<file path="src/rtl/uart_pkg.sv">
// Shared UART definitions: parity modes, FSM state encoding, clog2 helper.
// Used by uart_tx_param and the baud generator.
package uart_pkg;

  localparam int PAR_NONE = 0;
  localparam int PAR_ODD  = 1;
  localparam int PAR_EVEN = 2;

  localparam logic [2:0] ST_IDLE   = 3'd0;
  localparam logic [2:0] ST_START  = 3'd1;
  localparam logic [2:0] ST_DATA   = 3'd2;
  localparam logic [2:0] ST_PARITY = 3'd3;
  localparam logic [2:0] ST_STOP   = 3'd4;

  function automatic int clog2(input int v);
    int r;
    r = 0;
    for (int i = 0; i < 31; i++)
      if ((1 << i) < v) r = i + 1;
    return r;
  endfunction

endpackage

</file>
<file path="src/rtl/uart_baud_gen.sv">
// Bit-period timer: counts 0..CLKS_PER_BIT-1 while enabled, 0 otherwise.
// Ports: i_clk, i_rst_n, i_clear (reload 0), i_enable, o_bit_end (count==max).
module uart_baud_gen
  import uart_pkg::*;
#(
  parameter int CLKS_PER_BIT = 434
) (
  input  logic i_clk,
  input  logic i_rst_n,
  input  logic i_clear,
  input  logic i_enable,
  output logic o_bit_end
);

  localparam int W = clog2(CLKS_PER_BIT);
  localparam logic [W-1:0] MAX = W'(CLKS_PER_BIT - 1);

  logic [W-1:0] r_cnt;
  logic [W-1:0] w_cnt_nxt;
  logic         r_end;

  always_comb begin
    w_cnt_nxt = '0;
    if (i_clear)
      w_cnt_nxt = '0;
    else if (i_enable)
      w_cnt_nxt = (r_cnt == MAX) ? '0 : r_cnt + W'(1);
  end

  // Strobe is registered from the next count so it
  // lines up with the cycle where r_cnt == MAX.
  always_ff @(posedge i_clk or negedge i_rst_n) begin
    if (!i_rst_n) begin
      r_cnt <= '0;
      r_end <= 1'b0;
    end else begin
      r_cnt <= w_cnt_nxt;
      r_end <= (w_cnt_nxt == MAX);
    end
  end

  assign o_bit_end = r_end;

endmodule

</file>
<file path="src/rtl/uart_tx_param.sv">
// Parametrised UART transmitter with valid/ready input, parity, 1/2 stop bits.
// Ports: CLOCK_50, Reset_N, Tx_Valid, Tx_Data, Tx_Ready, Serial_Data, Busy, Tx_Done.
module uart_tx_param
  import uart_pkg::*;
#(
  parameter int CLKS_PER_BIT = 434,
  parameter int DATA_WIDTH   = 8,
  parameter int PARITY_MODE  = 0,
  parameter int STOP_BITS    = 1
) (
  input  logic                  CLOCK_50,
  input  logic                  Reset_N,
  input  logic                  Tx_Valid,
  input  logic [DATA_WIDTH-1:0] Tx_Data,
  output logic                  Tx_Ready,
  output logic                  Serial_Data,
  output logic                  Busy,
  output logic                  Tx_Done
);

  if (PARITY_MODE < PAR_NONE || PARITY_MODE > PAR_EVEN) begin : g_bad_par
    $error("uart_tx_param: illegal PARITY_MODE");
  end
  if (STOP_BITS < 1 || STOP_BITS > 2) begin : g_bad_stop
    $error("uart_tx_param: illegal STOP_BITS");
  end
  if (DATA_WIDTH < 5 || DATA_WIDTH > 9) begin : g_bad_dw
    $error("uart_tx_param: illegal DATA_WIDTH");
  end

  localparam logic [3:0] LAST_DATA = 4'(DATA_WIDTH - 1);
  localparam logic [3:0] LAST_STOP = 4'(STOP_BITS - 1);

  logic [2:0]            r_state;
  logic [DATA_WIDTH-1:0] r_shift;
  logic [3:0]            r_bitcnt;
  logic                  r_par;
  logic                  r_serial;
  logic                  r_busy;

  logic w_bit_end;
  logic w_last_stop;
  logic w_ready;
  logic w_xfer;
  logic w_par;

  assign w_last_stop = (r_state == ST_STOP) && (r_bitcnt == LAST_STOP);
  assign w_ready     = (r_state == ST_IDLE) || (w_last_stop && w_bit_end);
  assign w_xfer      = Tx_Valid && w_ready;
  assign w_par       = (PARITY_MODE == PAR_ODD) ? ~^Tx_Data : ^Tx_Data;

  uart_baud_gen #(
    .CLKS_PER_BIT(CLKS_PER_BIT)
  ) u_baud (
    .i_clk    (CLOCK_50),
    .i_rst_n  (Reset_N),
    .i_clear  (w_xfer),
    .i_enable (r_state != ST_IDLE),
    .o_bit_end(w_bit_end)
  );

  // Serial_Data is driven straight from r_serial, which is
  // loaded with the level of the bit about to start.
  always_ff @(posedge CLOCK_50 or negedge Reset_N) begin
    if (!Reset_N) begin
      r_state  <= ST_IDLE;
      r_shift  <= '0;
      r_bitcnt <= '0;
      r_par    <= 1'b0;
      r_serial <= 1'b1;
      r_busy   <= 1'b0;
    end else begin
      if (w_xfer) begin
        r_state  <= ST_START;
        r_shift  <= Tx_Data;
        r_par    <= w_par;
        r_serial <= 1'b0;
        r_busy   <= 1'b1;
      end else if (w_bit_end) begin
        case (r_state)
          ST_START: begin
            r_state  <= ST_DATA;
            r_bitcnt <= '0;
            r_serial <= r_shift[0];
          end
          ST_DATA: begin
            if (r_bitcnt == LAST_DATA) begin
              r_bitcnt <= '0;
              if (PARITY_MODE != PAR_NONE) begin
                r_state  <= ST_PARITY;
                r_serial <= r_par;
              end else begin
                r_state  <= ST_STOP;
                r_serial <= 1'b1;
              end
            end else begin
              r_bitcnt <= r_bitcnt + 4'd1;
              r_shift  <= r_shift >> 1;
              r_serial <= r_shift[1];
            end
          end
          ST_PARITY: begin
            r_state  <= ST_STOP;
            r_bitcnt <= '0;
            r_serial <= 1'b1;
          end
          ST_STOP: begin
            if (r_bitcnt == LAST_STOP) begin
              r_state  <= ST_IDLE;
              r_bitcnt <= '0;
              r_busy   <= 1'b0;
            end else begin
              r_bitcnt <= r_bitcnt + 4'd1;
            end
            r_serial <= 1'b1;
          end
          default: begin
            r_state  <= ST_IDLE;
            r_serial <= 1'b1;
            r_busy   <= 1'b0;
          end
        endcase
      end
    end
  end

  // Ready/Done are decoded from flops only (state, bit
  // counter, registered strobe), never from Tx_Valid.
  assign Tx_Ready    = w_ready;
  assign Tx_Done     = w_last_stop && w_bit_end;
  assign Serial_Data = r_serial;
  assign Busy        = r_busy;

endmodule

</file>
<file path="config.mk">
export PLATFORM = sky130hd
export DESIGN_NAME = uart_tx_param
export DESIGN_NICKNAME = d
export VERILOG_FILES = /design/src/rtl/uart_pkg.sv /design/src/rtl/uart_baud_gen.sv /design/src/rtl/uart_tx_param.sv
export SDC_FILE = /design/constraint.sdc
export NUM_CORES = 1
export LEC_CHECK = 0
export BUFFER_PORTS_ARGS = -buffer_cell sky130_fd_sc_hd__buf_2
export CAP_MARGIN = 5
export CORE_ASPECT_RATIO = 1.1
export CORE_MARGIN = 3
export CORE_UTILIZATION = 60
export CTS_CLUSTER_DIAMETER = 50
export CTS_CLUSTER_SIZE = 16
export DETAILED_ROUTE_END_ITERATION = 10
export GPL_ROUTABILITY_DRIVEN = 0
export GPL_TIMING_DRIVEN = 0
export HOLD_SLACK_MARGIN = 0.03
export PLACE_DENSITY = 0.78
export SYNTH_ARGS = -nofsm -noshare
export SYNTH_HDL_FRONTEND = slang
export SYNTH_SLANG_ARGS = --single-unit
</file>
<file path="constraint.sdc">
create_clock -name CLOCK_50 -period 2.3 [get_ports CLOCK_50]
set_input_delay 0.23 -clock CLOCK_50 [delete_from_list [all_inputs] [get_ports CLOCK_50]]
set_output_delay 0.23 -clock CLOCK_50 [all_outputs]
set_load 0.02 [all_outputs]
</file>
==> results.py <==
metrics = {
    "critical_path": {
        "cp.arrival_ns": 1.64,
        "required_ns": 2.07,
        "crit_path_top_delay_cell": "dfrtp_1",
        "end_kind": "primary output",
        "worstSetupStartpointType": "flip-flop",
        "path_class": "flip-flop to primary output",
        "crit_fanout": 5,
        "regToRegEndpoint": "r_bitcnt[3]",
        "crit_chain": "inv_1, ha_1, nand4bb_4, nor2_1, buf_2",
        "r2r_setup_slack_ns": 0.45,
        "slowest_delay_ns": 0.42,
        "reg2regPathDepth": 6,
        "r2r-start": "r_bitcnt[0]",
    },
    "power_and_ir_drop": {
        "vdd_drop_max_mv": 0.498,
        "p_per_area_mw_per_mm2": 429,
        "p_leak_nw": 0.753,
    },
    "synth": {
        "synthCells": 162,
        "yosys.area.top_type": "dfrtp_1",
        "yosysSeqAreaShare_pct": 43.6,
        "ys_warn_count": 0,
        "syn_nets": 177,
        "yosysUniqueCellTypes": 45,
        "synthTopCellsByCount": "26 x dfrtp_1, 16 x nor2_1, 15 x nand2_1",
        "synth_edf_count": 0,
        "synth.most_common_cell": "dfrtp_1",
        "ys.flop_type": "dfrtp_1",
        "synthArstFlopShare_pct": 100,
        "avgSynthCellArea_um2": 9.59,
        "ys_ff_latch": 27,
        "synth_area_mm2": 0.00155,
        "synthTopCellsByArea": "dfrtp_1 42%, nor2_1 3.9%, nand2_1 3.6%",
        "yosys.area.top_type_share_pct": 41.9,
    },
    "sta": {
        "fmaxAchievable_mhz": 536,
        "setup_viol": 0,
        "finClkSkew_ns": 0.00594,
        "drv_slew": 0,
        "finalCriticalPeriod_ns": 1.87,
        "grt_setup_unrepaired": "false",
        "worst_pin_slew_ns": 0.603,
        "period_share_pct": 81.1,
        "finalHoldViolCount": 0,
        "max_slew_margin_pct": 59.8,
        "finalSetupTns_ns": 0,
    },
    "finish": {
        "fill_cells": 198,
        "layout.nets": 197,
        "final_cells": 211,
        "drive_gt1_share_pct": 17.7,
        "multi_input_area_um2": 795,
        "seqCellArea_um2": 677,
        "area_delta_synth_final_pct": 9.34,
        "design_area_mm2": 0.00170,
        "diodes": 0,
    },
    "routing": {
        "detail-route-antenna-nets": 0,
        "drt_wl_total_um": 3000,
        "wire_per_inst_um": 14.2,
        "firstDrtPassIters": 5,
        "drc": 0,
        "vias": 1218,
        "drtIter0Drc": 40,
        "viasPerCell": 5.77,
    },
    "floorplan": {
        "io_pins": 15,
        "die_w_um": 54.5,
        "start_util_pct": 65.7,
        "die-area_mm2": 0.00324,
        "dieHeight_um": 59.4,
        "rows": 18,
        "core_mm2": 0.00236,
    },
    "hold_path": {
        "hp-start": "Tx_Data[7]",
        "min_path_cells": 3,
        "hp-class": "input pin to flip-flop",
        "hold_end": "r_shift[7]",
    },
    "place": {
        "dp_hpwl_um": 2190,
        "dp_cells": 206,
        "postPlaceCellArea_mm2": 0.00166,
        "port_buffers": 14,
    },
    "clock_tree": {
        "cts_tree": "built",
        "cts_inserted_buffers": 3,
        "htreeDepth": 1,
        "cts_buffer_depth": 2,
        "cts.sinks": 27,
        "postCtsResizedCells": 0,
        "clk_pin_slew_ns": 0.14,
        "insertion_delay_ns": 0.32,
        "cts_root_buf": "clkbuf_4",
    },
    "flow_run": {
        "cap_viol_max_count": 0,
    },
    "grt": {
        "overflow": 0,
        "antenna_found_initial": 0,
        "grt_use_total_pct": 21.9,
        "grt_max_degree": 28,
        "grt_first_pass_wirelength_um": 5210,
        "grt_pass1_vias": 1240,
    },
    "outcome": {
        "status": "completed",
    },
}
==> cell usage in the layout (no fill, tap or decap), drive strengths merged, types with 2 or more instances in the layout <==
master / instances
buf: 21
nand2b: 4
ha: 4
nand4bb: 2
o211ai: 4
xnor2: 5
nand2: 15
nor2: 16
inv: 8
a211o: 2
nor3b: 2
nor2b: 3
nand3b: 3
xor2: 2
clkbuf: 4
mux2i: 5
a211oi: 2
nand3: 8
a31oi: 2
and3: 4
o22ai: 3
a21oi: 3
dfrtp: 26
nor3: 6
o21ai: 12
==> layout make-up <==
| cell class | instances | share of cell area, % |
|---|---|---|
| buffer | 8 | 3.09 |
| clock buffer | 3 | 1.33 |
| clock inverter | 1 | 0.295 |
| inverter | 8 | 1.77 |
| multi-input combinational | 119 | 46.8 |
| sequential | 27 | 39.8 |
| tap | 30 | 2.21 |
| timing repair buffer | 15 | 4.71 |
==> worst max path at each step <==
stage / depth (start not counted) / end / from / slack [ns]
final: 5 / Tx_Done / r_bitcnt[0] / 0.43
after global routing: 6 / r_bitcnt[3] / r_bitcnt[0] / 0.23
after CTS: 5 / Tx_Done / r_bitcnt[0] / 0.42
after detailed placement: 6 / r_bitcnt[3] / r_bitcnt[0] / 0.49
after global placement: 6 / r_shift[1] / r_bitcnt[0] / 0.56
after floorplan: 7 / u_baud.o_bit_end / r_bitcnt[0] / 0.63
==> timing repair <==
item	in CTS	in global routing
buffers inserted	0	0
setup endpoints to repair	0	0
hold buffers	1	0
hold endpoints to repair	26	0
==> state kept, by name, summed over array words and instances (netlist names) <==
signal            cells
Busy                  1
Serial_Data           1
r_bitcnt              4
r_shift               8
r_state               3
u_baud.o_bit_end      1
u_baud.r_cnt          9
==> power breakdown <==
| group | switching, mW | internal, mW |
|---|---|---|
| clock network | 0.136 | 0.0652 |
| logic | 0.0212 | 0.0156 |
| registers | 0.00513 | 0.485 |
==> worst max-delay path: cells and delay by family, from the launching register on <==
family / cells / cell delay (ns)
DFF: 1 / 0.42
adders and majority gates: 1 / 0.23
and+or+nand+nor: 2 / 0.37
buffers and inverters: 2 / 0.29
==> metal layers <==
layer	wire length (um)	global-route usage (%)
met5	0	0
met2	1550	38.5
met4	36	6.41
met3	95	3.02
met1	1320	27.3
==> stage by stage <==
stage	power (mW)	worst slack [ns]	hold WS [ns]	utilization [%]
5_1_grt	0.767	0.233	0.0543	71.9
2_1_floorplan	0.513	0.630	-0.0656	-
3_3_place_gp	0.533	0.563	0.264	70.3
3_5_place_dp	0.536	0.493	0.273	70.3
4_1_cts	0.739	0.422	0.0729	71.9
6_report	0.729	0.434	0.0860	71.9
==> cell families after synthesis <==
logic type	Yosys count	share of synthesized area, %
adder cells (fa/ha/maj)	4	3.22
XOR/XNOR	7	3.95
AND/OR/NAND/NOR	71	26.5
flip-flops	27	43.6
multiplexers	5	3.22
AO/OA/AOI/OAI	32	14.3
buffers and inverters	16	5.31
(Power assumes the default switching activity.)
